===== src/rtl/vector_element_sequencer_if.sv =====
// vector_element_sequencer_if: request, beat and status signals of the element sequencer
interface vector_element_sequencer_if #(
  parameter int VLEN      = 128,
  parameter int NUM_LANES = 2
);
  localparam int VLENB = VLEN / 8;
  localparam int VL_W  = $clog2(VLEN) + 1;
  localparam int BO_W  = $clog2(VLENB);
  logic                 in_valid;
  logic                 in_ready;
  logic [VL_W-1:0]      vl;
  logic [VL_W-1:0]      vstart;
  logic [2:0]           sew;
  logic [2:0]           lmul;
  logic                 flush;
  logic                 out_valid;
  logic                 out_ready;
  logic [VL_W-1:0]      out_eidx;
  logic [NUM_LANES-1:0] out_lane_en;
  logic [2:0]           out_vreg_off;
  logic [BO_W-1:0]      out_byte_off;
  logic                 out_last;
  logic                 done;
  logic                 err;
  modport master (
    output in_valid, vl, vstart, sew, lmul, flush, out_ready,
    input  in_ready, out_valid, out_eidx, out_lane_en, out_vreg_off, out_byte_off, out_last, done, err
  );
  modport slave (
    input  in_valid, vl, vstart, sew, lmul, flush, out_ready,
    output in_ready, out_valid, out_eidx, out_lane_en, out_vreg_off, out_byte_off, out_last, done, err
  );
endinterface


===== src/rtl/vector_element_sequencer.sv =====
// vector_element_sequencer: walks vstart..vl-1 in NUM_LANES-wide beats with register/byte offsets
module vector_element_sequencer #(
  parameter int VLEN      = 128,
  parameter int NUM_LANES = 2
) (
  input logic CLK,
  input logic nRST,
  vector_element_sequencer_if.slave bus
);
  localparam int VLENB = VLEN / 8;
  localparam int VL_W  = $clog2(VLEN) + 1;
  localparam int BO_W  = $clog2(VLENB);
  localparam logic [1:0] IDLE = 2'd0;
  localparam logic [1:0] RUN  = 2'd1;
  localparam logic [1:0] FIN  = 2'd2;

  logic [1:0]      state;
  logic [VL_W-1:0] base, vl_q, vstart_q;
  logic [1:0]      sew_q;
  logic            err_q;
  logic [VL_W-1:0] epr_in, vlmax;
  logic            illegal, empty, run, last;

  assign epr_in  = VL_W'(VLENB) >> bus.sew;
  assign vlmax   = bus.lmul[2] ? epr_in >> (4'd8 - {1'b0, bus.lmul}) : epr_in << bus.lmul[1:0];
  assign illegal = bus.sew > 3'd2 || bus.lmul == 3'd4 || bus.vl > vlmax;
  assign empty   = bus.vl == '0 || bus.vstart >= bus.vl;
  assign run     = state == RUN;
  assign last    = ({1'b0, base} + (VL_W+1)'(NUM_LANES)) >= {1'b0, vl_q};

  always_ff @(posedge CLK or negedge nRST) begin
    if (!nRST) begin
      state    <= IDLE;
      base     <= '0;
      vl_q     <= '0;
      vstart_q <= '0;
      sew_q    <= '0;
      err_q    <= 1'b0;
    end else begin
      err_q <= 1'b0;
      if (bus.flush) begin
        state <= IDLE;
      end else if (state == IDLE && bus.in_valid) begin
        vl_q     <= bus.vl;
        vstart_q <= bus.vstart;
        sew_q    <= bus.sew[1:0];
        base     <= bus.vstart & ~VL_W'(NUM_LANES - 1);
        err_q    <= illegal;
        state    <= illegal ? IDLE : empty ? FIN : RUN;
      end else if (run && bus.out_ready) begin
        base  <= last ? base : base + VL_W'(NUM_LANES);
        state <= last ? FIN : RUN;
      end else if (state == FIN) begin
        state <= IDLE;
      end
    end
  end

  // base/EPR and (base mod EPR)<<sew both fall out of base<<sew split at the register byte width
  assign bus.in_ready     = state == IDLE;
  assign bus.out_valid    = run;
  assign bus.out_eidx     = run ? base : '0;
  assign bus.out_vreg_off = run ? 3'(({2'b00, base} << sew_q) >> BO_W) : 3'd0;
  assign bus.out_byte_off = run ? BO_W'({2'b00, base} << sew_q) : '0;
  assign bus.out_last     = run && last;
  assign bus.done         = state == FIN;
  assign bus.err          = err_q;

  always_comb begin
    bus.out_lane_en = '0;
    for (int i = 0; i < NUM_LANES; i++)
      bus.out_lane_en[i] = run && (({1'b0, base} + (VL_W+1)'(i)) >= {1'b0, vstart_q})
                               && (({1'b0, base} + (VL_W+1)'(i)) < {1'b0, vl_q});
  end
endmodule

===== src/flat_wrapper.sv =====
// flat-port wrapper written by rule: the top's interface ports become plain ports
module vector_element_sequencer_flat 
#(
  parameter int VLEN      = 128,
  parameter int NUM_LANES = 2
)
  (CLK, nRST, bus_in_valid, bus_vl, bus_vstart, bus_sew, bus_lmul, bus_flush, bus_out_ready, bus_in_ready, bus_out_valid, bus_out_eidx, bus_out_lane_en, bus_out_vreg_off, bus_out_byte_off, bus_out_last, bus_done, bus_err);
  vector_element_sequencer_if #(.VLEN(VLEN), .NUM_LANES(NUM_LANES)) bus_i ();
  input logic CLK;
  input logic nRST;
  input wire logic [$bits(bus_i.in_valid)-1:0] bus_in_valid;
  input wire logic [$bits(bus_i.vl)-1:0] bus_vl;
  input wire logic [$bits(bus_i.vstart)-1:0] bus_vstart;
  input wire logic [$bits(bus_i.sew)-1:0] bus_sew;
  input wire logic [$bits(bus_i.lmul)-1:0] bus_lmul;
  input wire logic [$bits(bus_i.flush)-1:0] bus_flush;
  input wire logic [$bits(bus_i.out_ready)-1:0] bus_out_ready;
  output wire logic [$bits(bus_i.in_ready)-1:0] bus_in_ready;
  output wire logic [$bits(bus_i.out_valid)-1:0] bus_out_valid;
  output wire logic [$bits(bus_i.out_eidx)-1:0] bus_out_eidx;
  output wire logic [$bits(bus_i.out_lane_en)-1:0] bus_out_lane_en;
  output wire logic [$bits(bus_i.out_vreg_off)-1:0] bus_out_vreg_off;
  output wire logic [$bits(bus_i.out_byte_off)-1:0] bus_out_byte_off;
  output wire logic [$bits(bus_i.out_last)-1:0] bus_out_last;
  output wire logic [$bits(bus_i.done)-1:0] bus_done;
  output wire logic [$bits(bus_i.err)-1:0] bus_err;
  assign bus_i.in_valid = bus_in_valid;
  assign bus_i.vl = bus_vl;
  assign bus_i.vstart = bus_vstart;
  assign bus_i.sew = bus_sew;
  assign bus_i.lmul = bus_lmul;
  assign bus_i.flush = bus_flush;
  assign bus_i.out_ready = bus_out_ready;
  assign bus_in_ready = bus_i.in_ready;
  assign bus_out_valid = bus_i.out_valid;
  assign bus_out_eidx = bus_i.out_eidx;
  assign bus_out_lane_en = bus_i.out_lane_en;
  assign bus_out_vreg_off = bus_i.out_vreg_off;
  assign bus_out_byte_off = bus_i.out_byte_off;
  assign bus_out_last = bus_i.out_last;
  assign bus_done = bus_i.done;
  assign bus_err = bus_i.err;
  vector_element_sequencer #(.VLEN(VLEN), .NUM_LANES(NUM_LANES)) u_core (.CLK(CLK), .nRST(nRST), .bus(bus_i));
endmodule

===== config.mk =====
export PLATFORM = sky130hd
export DESIGN_NAME = vector_element_sequencer_flat
export DESIGN_NICKNAME = d
export VERILOG_FILES = /design/src/rtl/vector_element_sequencer_if.sv /design/src/rtl/vector_element_sequencer.sv /design/src/flat_wrapper.sv
export SDC_FILE = /design/constraint.sdc
export NUM_CORES = 1
export LEC_CHECK = 0
export BUFFER_PORTS_ARGS = -buffer_cell sky130_fd_sc_hd__buf_2
export CAP_MARGIN = 30
export CORE_ASPECT_RATIO = 0.75
export CORE_UTILIZATION = 35
export DETAILED_ROUTE_END_ITERATION = 12
export GPL_ROUTABILITY_DRIVEN = 0
export HOLD_SLACK_MARGIN = 0.08
export PLACE_DENSITY = 0.53
export SYNTH_ARGS = -nofsm -noshare
export SYNTH_HDL_FRONTEND = slang
export SYNTH_SLANG_ARGS = --single-unit

===== constraint.sdc =====
create_clock -name CLK -period 3.8 [get_ports CLK]
set_input_delay 0.19 -clock CLK [delete_from_list [all_inputs] [get_ports CLK]]
set_output_delay 0.19 -clock CLK [all_outputs]
set_load 0.1 [all_outputs]

[Yosys cells after proc, flatten, opt, wreduce, memory -nomap -nowiden]
Cells that the tools add are included.
Word-level totals
  bits in registers: 29
  bits of input ports: 27
  output and inout port bits: 22
  word-level logic and storage cells: 59
Operators by class
  add/subtract/negate cells: 4
  order comparisons: 8
  equal/unequal tests: 4
  shifts and indexed selects: 4
  muxes and demuxes: 16
  bitwise gates (word level): 1
  reduce and logical (&&, ||, !) cells: 16
Operators by type and width (count)
  $mux 8: 5
  $ge 9x8->1: 2
  $ge 8x8->1: 2
  $mux 2: 7
  $add 8x1->9 const B: 1
  $add 8x2->9 const B: 1
  $lt 9x8->1: 1
  $add 8x2->8 const B: 1
  $gt 8x8->1: 1
  $logic_not 8->1: 1
  $lt 8x8->1: 1
  $shl 8x2->7: 1
  $shl 8x2->8: 1
  $shr 5x3->8 const A: 1
  $shr 8x4->8: 1
  $logic_and 1x1->1: 7
  $mux 4: 1
  $reduce_bool 4->1: 1
  $sub 4x3->4 const A: 1
  $eq 3x3->1 const B: 1
  $gt 3x2->1 const B: 1
  $logic_or 1x1->1: 3
  $mux 3: 1
  $reduce_and 3->1: 1
  8 further kinds: 9

[Logic depth before layout (Yosys ltp)]
Gate-level depths: netlist of run 1.
  word-level depth: 8
  gate-level depth with buffers: 16
  gate-level depth less buffers: 15

[Worst setup path before layout of run 1]
No wires, ideal clock.
  path type: register to output
  start point: reg u_core.base[3]
  end point: out bus_out_byte_off[3]
  arrival time: 3.151 ns
  required time: 3.610 ns
  setup slack: 0.459 ns
  cell stages (with the launch flop): 5
  buffers on the path: 1
  cells stage by stage: dfrtp_1 clkbuf_1 nor2b_1 a211oi_1 a211oi_1
Between the ends
  word-level cells in the longest chain between the ends: 2
RTL lines
  from (decl): RTL line vector_element_sequencer.sv:18  | logic [VL_W-1:0] base, vl_q, vstart_q;
  from (signal assigned): RTL line vector_element_sequencer.sv:47  | base <= bus.vstart & ~VL_W'(NUM_LANES - 1);
  from (signal assigned): RTL line vector_element_sequencer.sv:51  | base <= last ? base : base + VL_W'(NUM_LANES);
  $shl 8x2->7
  $mux 4: RTL line vector_element_sequencer.sv:64  | assign bus.out_byte_off = run ? BO_W'({2'b00, base} << sew_q) : '0;
  to (decl): RTL line flat_wrapper.sv:23  | output wire logic [$bits(bus_i.out_byte_off)-1:0] bus_out_byte_off;
No other way between the ends.

[Worst setup path after layout of run 1]
  start point: reg u_core.base[2]
  end point: out bus_out_last
Between the ends
  word-level cells in the longest chain between the ends: 3
RTL lines
  $add 8x2->9: RTL line vector_element_sequencer.sv:29  | assign last = ({1'b0, base} + (VL_W+1)'(NUM_LANES)) >= {1'b0, vl_q};
  $ge 9x8->1: RTL line vector_element_sequencer.sv:29
  $logic_and 1x1->1: RTL line vector_element_sequencer.sv:65  | assign bus.out_last = run && last;
  to (decl): RTL line flat_wrapper.sv:24  | output wire logic [$bits(bus_i.out_last)-1:0] bus_out_last;
No other way between the ends.

==> results of run 1 <==
==> worst paths after layout <==
kind | to | from | slack, ns | depth (start not counted)
worst min register to register | u_core.vstart_q[0]$_DFFE_PN0P_ | u_core.vstart_q[0]$_DFFE_PN0P_ | 0.51 | 2
worst max register to register | u_core.base[2]$_DFFE_PN0P_ | u_core.base[2]$_DFFE_PN0P_ | 0.80 | 9
min in group asynchronous | u_core.vstart_q[3]$_DFFE_PN0P_ | nRST | 0.48 | 2
max in group asynchronous | u_core.base[5]$_DFFE_PN0P_ | nRST | 2.88 | 2
worst max-delay path | bus_out_last | u_core.base[2]$_DFFE_PN0P_ | 0.56 | 9
worst min-delay path | u_core.vstart_q[1]$_DFFE_PN0P_ | bus_vstart[1] | 0.19 | 3
==> cells in the mapped netlist (all sizes together) (3+ instances only) <==
library cell	n	share of area (%)
a211oi	7	1.8
a21oi	16	2.7
a31oi	5	1.0
and2	8	1.7
buf	8	1.8
clkbuf	15	1.9
dfrtp	28	24
ha	53	22
inv	29	3.7
mux2	6	2.6
mux2i	3	1.0
nand2	32	4.4
nand2b	7	1.5
nand3	6	1.2
nand4	3	0.63
nor2	26	3.4
nor2b	9	2.1
nor3	10	1.7
nor4	3	0.63
o211ai	7	1.8
o21a	5	1.3
o21ai	31	5.2
xnor2	4	1.2
==> worst reg2reg max path, delay by kind of cell (launching register included) <==
kind / cells / cell delay [ns]
xor gates and xnor gates: 1 / 0.21
muxes: 1 / 0.31
AOI/OAI and AO/OA: 2 / 0.67
adders and majority gates: 1 / 0.28
and+or+nand+nor: 4 / 0.80
DFF: 1 / 0.62
==> through the flow <==
stage          hold slack, ns  utilization (%)
2_1_floorplan          -0.106                -
3_3_place_gp            0.266             40.3
3_5_place_dp            0.276             40.3
4_1_cts                 0.192             41.6
5_1_grt                 0.206             41.6
6_report                0.187             41.6
==> area by class of cell <==
class | instances | area [um2] | area share (%)
clock buffers | 4 | 88.8 | 2.65
inverters | 29 | 109 | 3.25
multi-input cells | 277 | 2060 | 61.6
flip-flops and latches | 28 | 701 | 20.9
well taps | 105 | 131 | 3.92
repair buffers | 49 | 255 | 7.62
==> state kept, by name, indices dropped and copies added (netlist names) <==
signal and count:
u_core.base 7, u_core.vl_q 8, u_core.vstart_q 8, u_core.sew_q 2
u_core.state 2, u_core.bus.err 1
==> metal layers <==
metal  vias to the layer above  track usage, %  wire, um  part of all wire [%]
li1                       1332               -         -                     -
met1                      1207            29.8      4290                    55
met2                        80            26.3      3030                    39
met3                         6            2.38       471                   6.0
met4                         0            2.70        32                  0.41
met5                         -               0         0                     0
==> cell families (layout without fill, tap and decap cells) <==
group	Yosys count	in the layout
xor gates and xnor gates	6	6
AOI/OAI and AO/OA	94	94
buffers and inverters	52	82
DFF	28	28
muxes	11	11
and+or+nand+nor	111	111
adders and majority gates	53	53
other	1	2
==> report_power, final <==
| part | switching, mW | leakage [nW] | internal (mW) |
|---|---|---|---|
| combinational | 0.502 | 1.23 | 0.381 |
| sequential | 0.115 | 0.345 | 0.364 |
| clock | 0.108 | 0.0442 | 0.162 |
==> cell usage in the layout, fill, tap and decap left out, drive strengths merged, types with 4 or more instances in the layout <==
cell and n:
buf 48, a211oi 7, mux2 6, nor3 10
and2 8, inv 29, ha 53, nand3 6
o21ai 31, dfrtp 28, nand2b 7, o21a 5
o211ai 7, xnor2 4, a31oi 5, clkbuf 4
a21oi 16, nor2b 9, nand2 32, nor2 26
==> reports/metrics.cfg, run 1 <==
[grt]
grt_pass1_wl_um = 12500
grt_usage_pct = 18.6
grt_max_degree = 33
gr-total-overflow = 0
antenna_found_initial = 0
first_global_vias = 2305

[clock_network]
ctsHoldBuffers = 1
clk_latency_ns = 0.27
cts_resized = 0
numClockSinks = 28
path_clk_slew_ns = 0.07
post_cts_buffers = 0
cts-htree-levels = 1
cts_buffer_depth = 2
cts_buffers = 3
cts_tree = built
root_buffer = clkbuf_16

[placed_design]
dpl_cell_area_mm2 = 0.00325
portBuffers = 46
dp_cells = 487
dp_hpwl_um = 6330
dpl_worst_slack_ns = 0.684

[synthesis]
synthAdderAreaFrac_pct = 22.3
muxShareOfSynthArea_pct = 5.16
async_flop_share_pct = 100
ys_types = 61
synth-xor-area-share_pct = 1.76
synthFlopType = dfrtp_1
seq_area_frac_synth_pct = 23.5
synth_simple_gate_area_share_pct = 19.0
synth_cells = 356
netlist_area_mm2 = 0.00298
avgSynthCellArea_um2 = 8.37
yosysWarningCount = 0
synth_top_family_by_area = adder cells
synth_edf_count = 0
synth-seq-cells = 28
synth_compound_area_share_pct = 20.8

[run_status]
status = finished clean

[drt]
vias = 2625
initialDrtViolationCount = 161
drc = 0
wire_per_inst_um = 15.9
drt-pass1-iter-count = 5
wl_um = 7820
via_per_inst = 5.34
ant_nets = 0

[sta]
fin_worst_skew_ns = 0.00550
slew_viol_final = 0
setup_violations = 0
setup_slack_ns = 0.561
rsz0062_at_grt = false
finalHoldViolCount = 0
min_period_ns = 3.24
slew_headroom_pct = 55.6
fmax_ghz = 0.309
tns_ns = 0
worstMarginPinSlew_ns = 0.665
post-route-period-util_pct = 85.2

[critical_path]
crit_buf_inv = 1
cp.required_ns = 3.61
path_delay_family = simple AND/OR/NAND/NOR gates
max_stage_delay_ns = 0.62
crit_path_max_fanout = 10
end_kind = output port
crit_chain = nand3_2 > nor2_1 > xor2_1 > ha_1 > a211o_1 > o31ai_2 > nor2b_4 > nor2_1 > buf_2
cp_data_arrival_time_ns = 3.05
critical_path_class = reg2out
start_kind = flip-flop
crit_path_top_delay_cell = dfrtp_1
crit_top_cell = nor2_1

[floorplanning]
dieHeight_um = 81.9
core-area_mm2 = 0.00806
io-pin-count = 49
start_util_pct = 37.0
dieArea_mm2 = 0.00889
rows = 28
die_width_um = 109

[run]
cap_violations = 0

[finish]
nets = 468
layout-drive-gt1-share_pct = 18.6
fin_area_mm2 = 0.00335
final_cells = 492
fillers = 857
diodes = 0
syn_to_final_growth_pct = 12.4

[power_and_ir_drop]
powerDensity_mw_per_mm2 = 487
vdd_ir_drop_max_v = 0.000275
p_leak_nw = 1.61
power.total_mw = 1.63

[worst_hold_path]
min_path_type = in2reg

Note: power is estimated with default switching activity, not from simulation.
==> inputs of run 2 (changes only) <==
--- a/config.mk
+++ b/config.mk
@@ -7,12 +7,12 @@
 export LEC_CHECK = 0
 export BUFFER_PORTS_ARGS = -buffer_cell sky130_fd_sc_hd__buf_2
 export CAP_MARGIN = 30
-export CORE_ASPECT_RATIO = 0.75
 export CORE_UTILIZATION = 35
 export DETAILED_ROUTE_END_ITERATION = 12
 export GPL_ROUTABILITY_DRIVEN = 0
 export HOLD_SLACK_MARGIN = 0.08
 export PLACE_DENSITY = 0.53
+export RECOVER_POWER = 25
 export SYNTH_ARGS = -nofsm -noshare
 export SYNTH_HDL_FRONTEND = slang
 export SYNTH_SLANG_ARGS = --single-unit
==> reports/metrics.cfg, run 2 (synthesis gave the netlist of run 1 again) <==
[finish]
fillers = 860  ; was 857
final_cell_mix = 53 x ha_1, 45 x buf_2, 31 x o21ai_0  ; was 53 x ha_1, 46 x buf_2, 31 x o21ai_0
syn_to_final_growth_pct = 11.0  ; was 12.4%
postLayoutCoreUtil_pct = 40.2  ; was 41.6%
layout-drive-gt1-share_pct = 18.1  ; was 18.6%
top_regs = u_core.vl_q (8), u_core.vstart_q (8), u_core.base (7)  ; unchanged
nets = 467  ; was 468
final_common_cell = ha_1  ; unchanged
diodes = 0  ; unchanged
final_cells = 491  ; was 492

[clock_network]
cts_buffer_depth = 2  ; unchanged
root_buffer = clkbuf_8  ; was clkbuf_16
post_cts_buffers = 0  ; unchanged
cts_buffers = 3  ; unchanged
numClockSinks = 28  ; unchanged
cts-htree-levels = 1  ; unchanged
cts_tree = built  ; unchanged
clk_latency_ns = 0.28  ; was 0.27 ns
path_clk_slew_ns = 0.10  ; was 0.07 ns

[drt]
initialDrtViolationCount = 109  ; was 161
wl_um = 7570  ; was 7820 um
via_per_inst = 5.23  ; was 5.34
vias = 2569  ; was 2625
drc = 0  ; unchanged
wire_per_inst_um = 15.4  ; was 15.9 um
ant_nets = 0  ; unchanged
drt-pass1-iter-count = 4  ; was 5

[critical_path]
end_kind = output port  ; unchanged
reg2reg_from = u_core.base[3]$_DFFE_PN0P_  ; was u_core.base[2]$_DFFE_PN0P_
regToRegSetupSlack_ns = 0.78  ; was 0.80 ns
crit_top_cell = nor2_1  ; unchanged
max_stage_delay_ns = 0.69  ; was 0.62 ns
critical_path_class = reg2out  ; unchanged
timing.rr.end = u_core.base[7]$_DFFE_PN0P_  ; was u_core.base[2]$_DFFE_PN0P_
path_depth = 10  ; was 9
cp_data_arrival_time_ns = 3.14  ; was 3.05 ns
crit_path_top_delay_cell = dfrtp_1  ; unchanged
crit_path_max_fanout = 15  ; was 10
start_kind = flip-flop  ; unchanged
path_delay_family = simple AND/OR/NAND/NOR gates  ; unchanged
crit_buf_inv = 1  ; unchanged
crit_chain = nand3_2 > nor2_1 > xor2_1 > ha_1 > a211o_1 > o221a_1 > o31ai_2 > nor2b_4 > nor2_1 > buf_2  ; was nand3_2 > nor2_1 > xor2_1 > ha_1 > a211o_1 > o31ai_2 > nor2b_4 > nor2_1 > buf_2
reg2regPathDepth = 10  ; was 9
cp.required_ns = 3.61  ; about the same

[sta]
slew_headroom_pct = -5.54  ; was 55.6%
fin_worst_skew_ns = 0.00181  ; was 0.00550 ns
hold-worst-slack_ns = 0.172  ; was 0.187 ns
min_period_ns = 3.33  ; was 3.24 ns
fmax_ghz = 0.300  ; was 0.309 GHz
tns_ns = 0  ; unchanged
rsz0062_at_grt = false  ; unchanged
setup_violations = 0  ; unchanged
worstMarginPinSlew_ns = 1.58  ; was 0.665 ns
slew_viol_final = 29  ; was 0
post-route-period-util_pct = 87.8  ; was 85.2%
finalHoldViolCount = 0  ; unchanged

[grt]
gr-total-overflow = 0  ; unchanged
grt_pass1_wl_um = 12800  ; was 12500 um
grt_usage_pct = 18.8  ; was 18.6%
first_global_vias = 2581  ; was 2305
antenna_found_initial = 0  ; unchanged
grt_max_degree = 29  ; was 33

[floorplanning]
core-area_mm2 = 0.00822  ; was 0.00806 mm2
start_util_pct = 36.3  ; was 37.0%
dieArea_mm2 = 0.00889  ; about the same
rows = 33  ; was 28
io-pin-count = 49  ; unchanged
dieHeight_um = 94.3  ; was 81.9 um
die_width_um = 94.3  ; was 109 um

[run]
cap_violations = 1  ; was 0

[power_and_ir_drop]
internal_power_mw = 0.829  ; was 0.906 mW
p_leak_nw = 1.59  ; was 1.61 nW
pwr-share-comb_pct = 55.6  ; was 54.1%
vdd_ir_drop_max_v = 0.000162  ; was 0.000275 V
clockPowerShare_pct = 12.5  ; was 16.6%
power.total_mw = 1.52  ; was 1.63 mW
sw_frac_of_total_pct = 45.4  ; was 44.5%
powerDensity_mw_per_mm2 = 460  ; was 487 mW/mm2
p_seq_share_pct = 31.8  ; was 29.3%
switchingPower_mw = 0.691  ; was 0.726 mW

[run_status]
status = complete, but fails checks  ; was finished clean
violations = max-capacitance violations, max-slew violations

[worst_hold_path]
hold_path_end = u_core.vl_q[4]$_DFFE_PN0P_  ; was u_core.vstart_q[1]$_DFFE_PN0P_
worstHoldPathCells = 3  ; unchanged
hold_start = bus_vl[4]  ; was bus_vstart[1]
min_path_type = in2reg  ; unchanged

[placed_design]
dp_cells = 486  ; was 487
portBuffers = 46  ; unchanged
dp_hpwl_um = 6000  ; was 6330 um

## run 2: cell count changes in the layout (fill, tap and decap cells not counted), sizes merged
| cell | before | now |
|---|---|---|
| buf | 48 | 46 |
| clkbuf | 4 | 5 |
## run 2: cell type report
cell class | count | area [um2] | area share [%]
clock buffer | 4 | 55.1 | 1.66
tap | 105 | 131 | 3.97
multi-input combinational | 277 | 2060 | 62.4
sequential | 28 | 701 | 21.2
timing repair buffer | 48 | 246 | 7.45
inverter | 29 | 109 | 3.29
## run 2: how the worst max path moves through the flow
| stage | start | to | slack [ns] |
|---|---|---|---|
| after floorplan | u_core.base[3]$_DFFE_PN0P_ | bus_out_byte_off[3] | 0.46 |
| after global placement | bus_lmul[1] | u_core.state[0]$_DFFE_PN0P_ | 0.80 |
| after detailed placement | bus_lmul[1] | u_core.state[1]$_DFFE_PN0P_ | 0.78 |
| after CTS | u_core.base[3]$_DFFE_PN0P_ | bus_out_last | 0.49 |
| after global routing | u_core.base[3]$_DFFE_PN0P_ | bus_out_last | 0.26 |
| final | u_core.base[3]$_DFFE_PN0P_ | bus_out_last | 0.47 |
## run 2: worst reg2reg max path, cell delays in order (launching register included)
cell and delay [ns]:
dfrtp_1 0.69, nand3_2 0.26, nor2_1 0.20, xor2_1 0.20, ha_1 0.27, a211o_1 0.32
o221a_1 0.24, o31ai_2 0.09, nand2_2 0.19, nand2_4 0.15, mux2_4 0.30
## run 2: stage by stage
stage,worst slack (ns),instance area [um2]
finish,0.465,3310
global placement,0.801,3240
global route,0.258,3310
floorplan,0.459,2980
detailed placement,0.783,3240
CTS,0.488,3310
## run 2: timing repair
item                                   4_1_cts  5_1_grt
endpoints found under the hold margin       28        0
gates resized for setup                      0        0
hold buffers                                 1        0
## run 2: power groups by stage
stage | Sequential (mW) | Clock [mW] | Combinational, mW
after floorplan | 0.428 | 0 | 0.715
after detailed placement | 0.490 | 0 | 0.842
final | 0.484 | 0.191 | 0.846
after CTS | 0.484 | 0.196 | 0.850
after global routing | 0.502 | 0.206 | 0.985
after global placement | 0.489 | 0 | 0.825
## run 2: layer usage
metal  share of wire (%)  global-route usage [%]  up-vias
li1                    -                       -     1334
met1                  50                    25.7     1176
met2                  46                    31.2       52
met3                 2.2                    1.70        7
met4                 1.3                    5.13        0
met5                   0                       0        -
==> inputs of run 3 (changes only) <==
--- a/config.mk
+++ b/config.mk
@@ -12,7 +12,6 @@
 export GPL_ROUTABILITY_DRIVEN = 0
 export HOLD_SLACK_MARGIN = 0.08
 export PLACE_DENSITY = 0.53
-export RECOVER_POWER = 25
 export SYNTH_ARGS = -nofsm -noshare
 export SYNTH_HDL_FRONTEND = slang
 export SYNTH_SLANG_ARGS = --single-unit
==> reports/metrics.cfg, run 3 (synthesis gave the netlist of run 1 again) <==
[grt]
antenna_found_initial = 0  ; unchanged
grt_pass1_wl_um = 12800  ; unchanged
grt_usage_pct = 18.8  ; unchanged
first_global_vias = 2581  ; unchanged
gr-total-overflow = 0  ; unchanged
grt_max_degree = 29  ; unchanged

[sta]
slew_viol_final = 0  ; was 29
finalHoldViolCount = 0  ; unchanged
setup_violations = 0  ; unchanged
rsz0062_at_grt = false  ; unchanged
fmax_ghz = 0.301  ; was 0.300 GHz
slew_headroom_pct = 56.0  ; was -5.54%
post-route-period-util_pct = 87.4  ; was 87.8%
tns_ns = 0  ; unchanged
fin_worst_skew_ns = 0.00181  ; about the same
min_period_ns = 3.32  ; was 3.33 ns
hold-worst-slack_ns = 0.172  ; about the same
worstMarginPinSlew_ns = 0.660  ; was 1.58 ns

[placed_design]
portBuffers = 46  ; unchanged
dp_hpwl_um = 6000  ; unchanged
dp_cells = 486  ; unchanged

[floorplanning]
core-area_mm2 = 0.00822  ; unchanged
die_width_um = 94.3  ; unchanged
dieHeight_um = 94.3  ; unchanged
start_util_pct = 36.3  ; unchanged
io-pin-count = 49  ; unchanged
dieArea_mm2 = 0.00889  ; unchanged
rows = 33  ; unchanged

[finish]
top_regs = u_core.vl_q (8), u_core.vstart_q (8), u_core.base (7)  ; unchanged
diodes = 0  ; unchanged
nets = 467  ; unchanged
final_common_cell = ha_1  ; unchanged
syn_to_final_growth_pct = 11.0  ; about the same
final_cells = 491  ; unchanged
final_cell_mix = 53 x ha_1, 46 x buf_2, 31 x o21ai_0  ; was 53 x ha_1, 45 x buf_2, 31 x o21ai_0
layout-drive-gt1-share_pct = 18.4  ; was 18.1%

[drt]
drc = 0  ; unchanged
drt-pass1-iter-count = 4  ; unchanged
ant_nets = 0  ; unchanged
wire_per_inst_um = 15.4  ; about the same
vias = 2563  ; was 2569
wl_um = 7570  ; about the same
via_per_inst = 5.22  ; was 5.23
initialDrtViolationCount = 109  ; unchanged

[critical_path]
reg2regPathDepth = 10  ; unchanged
path_delay_family = simple AND/OR/NAND/NOR gates  ; unchanged
crit_chain = nand3_2 > nor2_1 > xor2_1 > ha_1 > a211o_1 > o221a_1 > o31ai_2 > nor2b_4 > nor2_1 > buf_2  ; unchanged
start_kind = flip-flop  ; unchanged
crit_buf_inv = 1  ; unchanged
crit_top_cell = nor2_1  ; unchanged
cp.required_ns = 3.61  ; about the same
end_kind = output port  ; unchanged
crit_path_max_fanout = 15  ; unchanged
cp_data_arrival_time_ns = 3.13  ; was 3.14 ns
critical_path_class = reg2out  ; unchanged
crit_path_top_delay_cell = dfrtp_1  ; unchanged
max_stage_delay_ns = 0.69  ; about the same
path_depth = 10  ; unchanged

[power_and_ir_drop]
p_leak_nw = 1.59  ; about the same
powerDensity_mw_per_mm2 = 460  ; about the same
vdd_ir_drop_max_v = 0.000161  ; was 0.000162 V

[clock_network]
cts_buffer_depth = 2  ; unchanged
cts_tree = built  ; unchanged
cts-htree-levels = 1  ; unchanged
post_cts_buffers = 0  ; unchanged
root_buffer = clkbuf_8  ; unchanged
numClockSinks = 28  ; unchanged
cts_buffers = 3  ; unchanged
clk_latency_ns = 0.28  ; about the same
path_clk_slew_ns = 0.10  ; about the same

[worst_hold_path]
min_path_type = in2reg  ; unchanged
worstHoldPathCells = 3  ; unchanged

[run]
cap_violations = 0  ; was 1

[run_status]
status = finished clean  ; was complete, but fails checks

## run 3: changes by cell type in the layout (fill, tap and decap cells not counted), sizes merged
cell | before | now
clkbuf | 5 | 4
buf | 46 | 47
## run 3: worst register-to-register path, delay by kind of cell (launching register included)
kind | cells | cell delay (ns)
AO/OA/AOI/OAI | 3 | 0.65
XOR/XNOR | 1 | 0.20
adder cells (fa/ha/maj) | 1 | 0.27
flip-flops | 1 | 0.69
multiplexers | 1 | 0.30
AND/OR/NAND/NOR | 4 | 0.78
## run 3: path summary, 6_finish.rpt
check,startpoint,endpoint,slack (ns)
max reg2reg,u_core.base[3]$_DFFE_PN0P_,u_core.base[7]$_DFFE_PN0P_,0.79
min in group asynchronous,nRST,u_core.vstart_q[6]$_DFFE_PN0P_,0.46
min reg2reg,u_core.vstart_q[0]$_DFFE_PN0P_,u_core.vstart_q[0]$_DFFE_PN0P_,0.51
max in group asynchronous,nRST,u_core.base[2]$_DFFE_PN0P_,2.91
max,u_core.base[3]$_DFFE_PN0P_,bus_out_last,0.48
min,bus_vl[4],u_core.vl_q[4]$_DFFE_PN0P_,0.17
## run 3: report_power, final
group          internal (mW)  switching, mW  total (mW)
Clock                 0.0931         0.0975       0.191
Combinational          0.373          0.473       0.846
Sequential             0.363          0.121       0.484
Total                  0.830          0.691        1.52
## run 3: layout make-up
class,instances,area (um2)
repair buffers,48,248
flip-flops and latches,28,701
fillers,860,4910
well taps,105,131
inverters,29,109
clock buffers,4,55.1
multi-input cells,277,2060
## run 3: routing by layer
metal	share of wire [%]	global-route usage [%]	vias to the layer above
met5	0	0	-
li1	-	-	1334
met4	1.3	5.13	0
met1	50	25.7	1172
met3	2.2	1.70	7
met2	46	31.2	50
## run 3: what timing repair did
item	in CTS	in global routing
resized for setup	0	0
endpoints found under the hold margin	28	0
setup endpoints to repair	0	0
hold buffers	1	0
## run 3: metrics by stage
stage,power [mW],worst slack (ns),utilization (%),area [um2]
3_3_place_gp,1.31,0.801,39.5,3240
3_5_place_dp,1.33,0.783,39.5,3240
6_report,1.52,0.478,40.3,3310
5_1_grt,1.69,0.258,40.3,3310
2_1_floorplan,1.14,0.459,-,2980
4_1_cts,1.53,0.488,40.3,3310
